## src/rtl/adder.sv

```systemverilog
// Registered WIDTH-bit two's-complement adder/subtractor on two-level carry-lookahead logic.
// Cin = 0 adds, Cin = 1 subtracts (A + ~B + 1). Results appear one clock after the operands.
module adder #(
  parameter int WIDTH = 4
) (
  input  logic             clk,
  input  logic             rst_n,
  input  logic [WIDTH-1:0] be_add_number,
  input  logic [WIDTH-1:0] tmp,
  input  logic             Cin,
  output logic [WIDTH-1:0] sum,
  output logic             Cout,
  output logic             overflow
);

  localparam int NumGroups = (WIDTH + 3) / 4;

  // Flattened lookahead carry into position n:
  //   cin & p[0..n-1]  |  OR_k ( g[k] & p[k+1..n-1] )
  // Only indices below n are used, so callers may pass shifted or padded vectors.
  function automatic logic la_carry(input logic [WIDTH-1:0] g, input logic [WIDTH-1:0] p,
                                    input logic cin, input int n);
    logic c;
    logic prop;
    c = 1'b0;
    for (int k = 0; k < WIDTH; k++) begin
      if (k < n) begin
        prop = 1'b1;
        for (int m = 0; m < WIDTH; m++) begin
          if (m > k && m < n) prop = prop & p[m];
        end
        c = c | (g[k] & prop);
      end
    end
    prop = cin;
    for (int m = 0; m < WIDTH; m++) begin
      if (m < n) prop = prop & p[m];
    end
    return c | prop;
  endfunction

  logic [WIDTH-1:0]     bx;
  logic [WIDTH-1:0]     g;
  logic [WIDTH-1:0]     p;
  logic [WIDTH:0]       c;
  logic [WIDTH-1:0]     s;
  logic [NumGroups-1:0] grp_g;
  logic [NumGroups-1:0] grp_p;
  logic [NumGroups:0]   grp_c;
  logic [WIDTH-1:0]     grp_g_ext;
  logic [WIDTH-1:0]     grp_p_ext;

  logic [WIDTH-1:0] sum_q, sum_d;
  logic             cout_q, cout_d;
  logic             ovf_q, ovf_d;

  // Operand conditioning and per-bit generate/propagate.
  always_comb begin
    bx = tmp ^ {WIDTH{Cin}};
    g  = be_add_number & bx;
    p  = be_add_number ^ bx;
  end

  // Group-level vectors padded to WIDTH so the same lookahead function serves both levels.
  assign grp_g_ext = {{(WIDTH - NumGroups){1'b0}}, grp_g};
  assign grp_p_ext = {{(WIDTH - NumGroups){1'b0}}, grp_p};

  // Second level: every group carry-in comes straight from group G/P and Cin, no ripple.
  for (genvar j = 0; j <= NumGroups; j++) begin : gen_grp_carry
    assign grp_c[j] = la_carry(grp_g_ext, grp_p_ext, Cin, j);
  end

  for (genvar j = 0; j < NumGroups; j++) begin : gen_group
    localparam int Base = 4 * j;
    localparam int Len  = (WIDTH - Base < 4) ? (WIDTH - Base) : 4;

    assign grp_g[j] = la_carry(g >> Base, p >> Base, 1'b0, Len);
    assign grp_p[j] = &p[Base+Len-1:Base];

    for (genvar i = 0; i < Len; i++) begin : gen_bit
      assign c[Base+i] = la_carry(g >> Base, p >> Base, grp_c[j], i);
    end
  end

  assign c[WIDTH] = grp_c[NumGroups];

  // Sum bits and next-state values for the output registers.
  always_comb begin
    s      = p ^ c[WIDTH-1:0];
    sum_d  = s;
    cout_d = c[WIDTH];
    ovf_d  = c[WIDTH] ^ c[WIDTH-1];
  end

  // Output registers; reset clears them immediately and discards the pending result.
  always_ff @(posedge clk or negedge rst_n) begin
    if (!rst_n) begin
      sum_q  <= '0;
      cout_q <= 1'b0;
      ovf_q  <= 1'b0;
    end else begin
      sum_q  <= sum_d;
      cout_q <= cout_d;
      ovf_q  <= ovf_d;
    end
  end

  assign sum      = sum_q;
  assign Cout     = cout_q;
  assign overflow = ovf_q;

endmodule

```

## config.mk

```make
export PLATFORM = sky130hd
export DESIGN_NAME = adder
export DESIGN_NICKNAME = d
export VERILOG_FILES = /design/src/rtl/adder.sv
export SDC_FILE = /design/constraint.sdc
export NUM_CORES = 1
export LEC_CHECK = 0
export BUFFER_PORTS_ARGS = -buffer_cell sky130_fd_sc_hd__buf_2
export CAP_MARGIN = 30
export CORE_AREA = 5 5 42 44
export DETAILED_ROUTE_END_ITERATION = 8
export DIE_AREA = 0 0 47 49
export MAX_ROUTING_LAYER = met4
export SLEW_MARGIN = 15
export SYNTH_ARGS = -nofsm -noshare
export SYNTH_HDL_FRONTEND = slang
export SYNTH_SLANG_ARGS = --single-unit
```

## constraint.sdc

```tcl
create_clock -name clk -period 0.8 [get_ports clk]
set_input_delay 0.04 -clock clk [delete_from_list [all_inputs] [get_ports clk]]
set_output_delay 0.04 -clock clk [all_outputs]
set_load 0.02 [all_outputs]
```

=== Yosys cells after proc, flatten, opt, wreduce, memory -nomap -nowiden ===
Cells that the tools add are included.

* Bitwise logic cells: 28
* Reduce and logical (&&, ||, !) cells: 1

{| class="wikitable"
|+ Operators with widths
! kind !! count
|-
| bitwise AND 1 bit || 13
|-
| XOR 4 bit || 3
|-
| bitwise OR 1 bit || 10
|-
| bitwise AND 4 bit || 1
|-
| AND reduction 4 bit || 1
|-
| XOR 1 bit || 1
|}

* Register bits after elaboration: 6
* Output and inout bits: 6

=== Logic depth before layout (Yosys ltp) ===
Gate-level depths: netlist (run 1).

* Depth in word-level cells: 10
* Depth in mapped cells: 7

=== Least setup slack after synthesis (run 1) ===
No wires, ideal clock.

* Kind: input to register
* Start: input Cin
* End: register sum_q[3], in the netlist sum[3]
* Setup slack: -650 ps
* Stages: 7
* Library setup time: 125 ps
* Data arrival time: 1326 ps
* Cells stage by stage: buf_2 -> xor2_1 -> ha_1 -> ha_1 -> o211ai_1 -> nand2_1 -> xor2_1

* Longest elaborated chain between the ends: 8
* Elaborated cells on any way between the ends: 13

{| class="wikitable"
|+ Ends and longest elaborated chain
! item !! RTL line !! source
|-
| from (decl) || 10 || <nowiki>input logic Cin,</nowiki>
|-
| XOR 4 bit || 59 || <nowiki>bx = tmp ^ {WIDTH{Cin}};</nowiki>
|-
| XOR 4 bit || 61 || <nowiki>p = be_add_number ^ bx;</nowiki>
|-
| bitwise AND 1 bit || 30 || <nowiki>if (m > k && m < n) prop = prop & p[m];</nowiki>
|-
| bitwise AND 1 bit || 32 || <nowiki>c = c | (g[k] & prop);</nowiki>
|-
| bitwise OR 1 bit (2 in series) || 32 ||
|-
| bitwise OR 1 bit || 39 || <nowiki>return c | prop;</nowiki>
|-
| XOR 4 bit * || 89 || <nowiki>s = p ^ c[WIDTH-1:0];</nowiki>
|-
| named net s[3] || 46 || <nowiki>logic [WIDTH-1:0] s;</nowiki>
|-
| to (signal assigned) || 102 || <nowiki>sum_q <= sum_d;</nowiki>
|-
| to (decl) || 53 || <nowiki>logic [WIDTH-1:0] sum_q, sum_d;</nowiki>
|}

Mark *: on every way through the listed nets, which the timed path passes. The rest lies on a longest branch.

=== Final worst setup path (run 1) ===
* Start: input Cin
* End: register ovf_q, in the netlist overflow

* Longest elaborated chain between the ends: 10
* Elaborated cells on any way between the ends: 24

{| class="wikitable"
|+ Ends and longest elaborated chain
! item !! RTL line !! source
|-
| XOR 4 bit || 59 ||
|-
| XOR 4 bit || 61 ||
|-
| bitwise AND 1 bit (2 in series) || 30 ||
|-
| bitwise AND 1 bit || 32 ||
|-
| bitwise OR 1 bit (3 in series) || 32 ||
|-
| bitwise OR 1 bit || 39 ||
|-
| XOR 1 bit * || 92 || <nowiki>ovf_d = c[WIDTH] ^ c[WIDTH-1];</nowiki>
|-
| named net ovf_d || 55 || <nowiki>logic ovf_q, ovf_d;</nowiki>
|-
| to (signal assigned) || 104 || <nowiki>ovf_q <= ovf_d;</nowiki>
|-
| to (decl) || 55 ||
|}

Marks and branches as above.

==> results of run 1 <==
## Yosys cell counts, types with 2 or more instances
| library cell | number |
|---|---|
| dfrtp_1 | 6 |
| ha_1 | 5 |
| xor2_1 | 5 |
| a21oi_1 | 3 |
| nand2_1 | 3 |
| xnor2_1 | 2 |
## routing by layer
layer | wire [um] | track usage | vias up
li1 | - | - | 207
met1 | 323 | 0.0978 | 193
met2 | 550 | 0.170 | 16
met3 | 75 | 0.0111 | 4
met4 | 36 | 0.0968 | 0
met5 | 0 | - | -
## path summary, 6_finish.rpt
kind                       slack [ns]        startpoint        to
max in group asynchronous        0.51             rst_n    sum[3]
worst min-delay path             0.15             rst_n    sum[0]
worst max-delay path            -0.32               Cin  overflow
min in group clk                 0.22  be_add_number[0]    sum[0]
## critical path, cell delays in order
cell,delay [ns]
buf_8,0.10
buf_8,0.11
xor2_1,0.15
ha_1,0.36
o211ai_1,0.16
a211o_1,0.29
nand4_1,0.07
## registers in the layout (all words and copies together), names as in the netlist
name,count
Cout,1
overflow,1
sum,4
## layout make-up
class | instances | share of cell area
clock buffer | 3 | 0.0289
sequential | 6 | 0.193
tap | 16 | 0.0257
timing repair buffer | 30 | 0.341
multi-input combinational | 32 | 0.412
## power by group
| part | total [mW] | switching [mW] | internal, mW |
|---|---|---|---|
| registers | 0.410 | 0.0311 | 0.379 |
| logic | 0.758 | 0.332 | 0.426 |
| clock network | 0.261 | 0.0924 | 0.169 |
## repair_timing
action	CTS	global route
setup endpoints to repair	8	10
pin swaps	15	12
endpoints found under the hold margin	6	0
setup buffers	5	1
resized for setup	17	13
hold buffers	1	0
## cells by family (layout without fill, tap and decap cells)
logic type / count (synthesis) / count (layout) / share of synthesized area
flops: 6 / 6 / 0.365
buf+inv: 1 / 33 / 0.0121
fa+ha+maj: 5 / 5 / 0.152
simple gates: 11 / 11 / 0.173
compound gates: 8 / 8 / 0.125
xor+xnor: 7 / 7 / 0.149
mux: 1 / 1 / 0.0243
==> impl_metrics.tcl, run 1 <==
set metrics [dict create \
    status "finished, violations left" \
    violations "setup timing" \
    dr_total_vias 420 \
    grtUsageTotal 0.104 \
    fillCellCount 136 \
    placedCellCount 79 \
    rsz0062_at_grt "yes" \
    required_ns 0.97 \
    cap_violations 0 \
    critical_path_class "primary input to flip-flop" \
    leakagePower_nw 0.376 \
    grt_pass1_vias 412 \
    via_per_inst 4.83 \
    setup_violations 5 \
    crit_fanout 5 \
    diodes 0 \
    final_cell_mix "10 x buf_6, 9 x buf_2, 7 x buf_4" \
    synthArstFlopShare 1.00 \
    peakVddDrop_uv 611 \
    worst_hold_slack_ns 0.149 \
    antenna_found_initial 0 \
    htree_num_levels 1 \
    synth-seq-area-share 0.365 \
    root_buffer "clkbuf_4" \
    worstPathArrival_ns 1.29 \
    syn_inst 39 \
    numPortBuffers 16 \
    area_growth_pct 89.1 \
    ys.flop_type "dfrtp_1" \
    place_area_um2 587 \
    drv_slew 0 \
    die_h_um 49 \
    pre_cts_ws_ns -0.723 \
    multiInputGateArea_um2 320 \
    synth_cell_type_count 21 \
    fp.dieW_um 47 \
    drt-initial-drc-count 1 \
    synth_top_area_frac 0.365 \
    fin_tns_setup_ns -1.30 \
    cts_buffers 3 \
    num_rows 14 \
    start_util 0.294 \
    finalHoldViolCount 0 \
    routed_wl_um 985 \
    power.density_nw_per_um2 1840 \
    avgSynthCellArea_um2 10.6 \
    synth_area_leaders "dfrtp_1 36%, ha_1 15%, xor2_1 11%, xnor2_1 4.3%, a21oi_1 3.6%" \
    detailed_place_hpwl_um 802 \
    cp-start-kind "primary input" \
    netlist_area_um2 412 \
    synth_edf_count 0 \
    fin_total_pwr_mw 1.43 \
    drc_errors 0 \
    synth.ff_latch_count 6 \
    clock-sinks 6 \
    layout-drive-gt1-share 0.606 \
    core-area_um2 1400 \
    grt_overflow_total 0 \
    yosys.area.top_type "dfrtp_1" \
    seqCellArea_um2 150 \
    utilization 0.555 \
    end_kind "flip-flop" \
    path_clk_slew_ns 0.04 \
    place_congestion 0.874 \
    cts_tree "yes" \
    hold_class "primary input to async pin" \
    fin_area_um2 778 \
    setup_slack_ns -0.321 \
    grt_max_degree 7 \
    dieArea_um2 2300 \
    grt_pass1_wl_um 1620 \
    period_minus_slack_ns 1.12 \
    worst_slew_pin_slew_ns 0.262 \
    fin_nets 89 \
    ys_warn_count 0 \
    relSlewSlack 0.820 \
    firstDrtPassIters 2 \
    synth_fp_nets 55 \
    ios 17 \
    wire_per_inst_um 11.3 \
    stdcell_count 87 \
    postRouteAntennaNets 0 \
    final_common_cell "buf_6" \
    max_freq_ghz 0.892 \
    cts.path.max_buffers 2 \
    fin_crit_sh 1.40 \
]
(Power assumes the default switching activity.)
==> inputs of run 2 (changes only) <==
--- a/config.mk
+++ b/config.mk
@@ -5,6 +5,7 @@
 export SDC_FILE = /design/constraint.sdc
 export NUM_CORES = 1
 export LEC_CHECK = 0
+export ABC_AREA = 1
 export BUFFER_PORTS_ARGS = -buffer_cell sky130_fd_sc_hd__buf_2
 export CAP_MARGIN = 30
 export CORE_AREA = 5 5 42 44
==> run 2 against run 1 <==
  * The run still ends with setup timing left
  * Via count up 2.4%
  * Utilization is 3.9 points lower
  * Clock power rose by 2%
  * Worst setup slack gained 0.16 ns
  * Non-clock buffer count is 4 lower
  * Total power fell by 5.9%
  * Wire length decreased by 11%
  * Combinational power is 11% lower
  * Sequential share of layout area rose by 1.5 points
  * Die area unchanged
  * Highest routed layer unchanged
==> impl_metrics.tcl, run 2 <==
set metrics [dict create \
    setup_slack_ns -0.157 \
    layout-drive-gt1-share 0.469 \
    drv_slew 0 \
    htree_num_levels 1 \
    diodes 0 \
    pre_cts_ws_ns -0.475 \
    cts_buffers 3 \
    core-area_um2 1400 \
    power_frac_clock 0.198 \
    power_switching_mw 0.442 \
    final_cell_mix "14 x nand2_1, 8 x inv_1, 8 x buf_2, 8 x buf_6, 8 x buf_4" \
    ys.flop_type "dfrtp_1" \
    grt_max_degree 7 \
    violations "setup timing" \
    critical_path_class "primary input to flip-flop" \
    setup_violations 4 \
    leakagePower_nw 0.393 \
    dieArea_um2 2300 \
    area_growth_pct 67.5 \
    grt_pass1_wl_um 1380 \
    power.density_nw_per_um2 1860 \
    path_cells "buf_12 -> xor2_1 -> ha_1 -> ha_2 -> nand3_2 -> nand4_1 -> nand3_1 -> nand2_1" \
    synthArstFlopShare 1.00 \
    start_util 0.308 \
    yosys.area.top_type "dfrtp_1" \
    stdcell_count 97 \
    synth_edf_count 0 \
    synth_commonest_cells "15 x nand2_1, 8 x inv_1, 6 x dfrtp_1" \
    routed_wl_um 873 \
    grt_pass1_vias 379 \
    crit_fanout 5 \
    path_clk_slew_ns 0.04 \
    drc_errors 0 \
    final_common_cell "nand2_1" \
    grt_overflow_total 0 \
    synth-seq-area-share 0.348 \
    period_minus_slack_ns 0.957 \
    ios 17 \
    p_int_mw 0.902 \
    firstDrtPassIters 5 \
    max_freq_ghz 1.04 \
    worst_slew_pin_slew_ns 0.155 \
    antenna_found_initial 0 \
    die_h_um 49 \
    synth.ff_latch_count 6 \
    drt-initial-drc-count 8 \
    detailed_place_hpwl_um 699 \
    end_kind "flip-flop" \
    peakVddDrop_uv 628 \
    combPwrFrac 0.500 \
    finalHoldViolCount 0 \
    cp-start-kind "primary input" \
    wire_per_inst_um 9.00 \
    cpPeakStageDelay_ns 0.29 \
    status "finished, violations left" \
    syn_inst 53 \
    fillCellCount 136 \
    synth_fp_nets 69 \
    rsz0062_at_grt "yes" \
    clock-sinks 6 \
    num_rows 14 \
    pwr-share-seq 0.303 \
    avgSynthCellArea_um2 8.14 \
    ys_warn_count 0 \
    via_per_inst 4.43 \
    worstPathArrival_ns 1.09 \
    p_sw_frac 0.329 \
    synth_most_common_cell "nand2_1" \
    cts_tree "yes" \
    cp_slowest_cell "ha_1" \
    postRouteAntennaNets 0 \
    relSlewSlack 0.897 \
    fin_nets 99 \
    grtUsageTotal 0.0855 \
    largest_register_ffs 4 \
    hold_class "primary input to async pin" \
    place_congestion 0.809 \
    required_ns 0.93 \
    root_buffer "clkbuf_4" \
    fp.dieW_um 47 \
    cap_violations 0 \
    dr_total_vias 430 \
    synth_area_leaders "dfrtp_1 35%, ha_1 14%, nand2_1 13%, xor2_1 10%, inv_1 7.0%" \
    synth_top_area_frac 0.348 \
    synth_cell_type_count 14 \
    netlist_area_um2 432 \
    numPortBuffers 16 \
    placedCellCount 90 \
    fin_crit_sh 1.20 \
    cts.path.max_buffers 2 \
]
==> run 2: what timing repair did <==
action / CTS / global route
pin swaps: 7 / 7
gates resized for setup: 5 / 19
setup endpoints to repair: 5 / 10
endpoints found under the hold margin: 6 / 0
hold buffers: 1 / 0
buffers inserted: 1 / 2
==> run 2: worst paths after layout <==
check,start,endpoint,slack (ns),cells after the start
setup / recovery,Cin,overflow,-0.16,8
hold / removal,rst_n,sum[3],0.16,2
max in group asynchronous,rst_n,sum[2],0.51,2
min in group clk,be_add_number[0],sum[1],0.20,4
==> run 2: cells by family (layout without fill, tap and decap cells) <==
kind of cell               after synthesis  count (layout)  synth area share
and+or+nand+nor                         25              25             0.258
buffers and inverters                    9              37            0.0957
xor gates and xnor gates                 6               6             0.122
DFF                                      6               6             0.348
adders and majority gates                5               5             0.145
AOI/OAI and AO/OA                        2               2            0.0319
==> run 2: final cells by class <==
cell class | count | area [um^2] | share of cell area
well taps | 16 | 20.0 | 0.0277
multi-input cells | 38 | 280 | 0.388
flip-flops and latches | 6 | 150 | 0.208
inverters | 8 | 30.0 | 0.0415
clock buffers | 3 | 22.5 | 0.0311
repair buffers | 26 | 220 | 0.304
==> run 2: critical path: cells and delay by family <==
| family | cells | cell delay [ns] |
|---|---|---|
| adder cells (fa/ha/maj) | 2 | 0.48 |
| AND/OR/NAND/NOR | 4 | 0.29 |
| XOR/XNOR | 1 | 0.15 |
| buffers and inverters | 1 | 0.11 |
==> run 2: metrics by stage <==
stage	total power [mW]	setup TNS (ns)	hold WS (ns)	util	instance area, um^2
after global routing	1.45	-0.765	0.152	0.516	723
final	1.34	-0.490	0.156	0.516	723
after CTS	1.21	-0.669	0.148	0.451	632
after global placement	0.898	-2.26	-0.137	0.409	573
after detailed placement	0.905	-2.33	-0.134	0.409	573
after floorplan	0.725	-1.57	-0.256	-	443
==> run 2: power by group through the flow <==
stage	sequential [mW]	clock (mW)	combinational, mW
finish	0.407	0.266	0.672
global route	0.412	0.303	0.738
CTS	0.391	0.278	0.537
detailed placement	0.395	0	0.509
global placement	0.393	0	0.505
floorplan	0.502	0	0.224
==> run 2: layer usage <==
metal	up-vias	wire, um	track usage
met5	-	0	-
met4	0	20	0.0829
met3	2	105	0.0111
met2	24	426	0.118
met1	183	320	0.100
li1	221	-	-
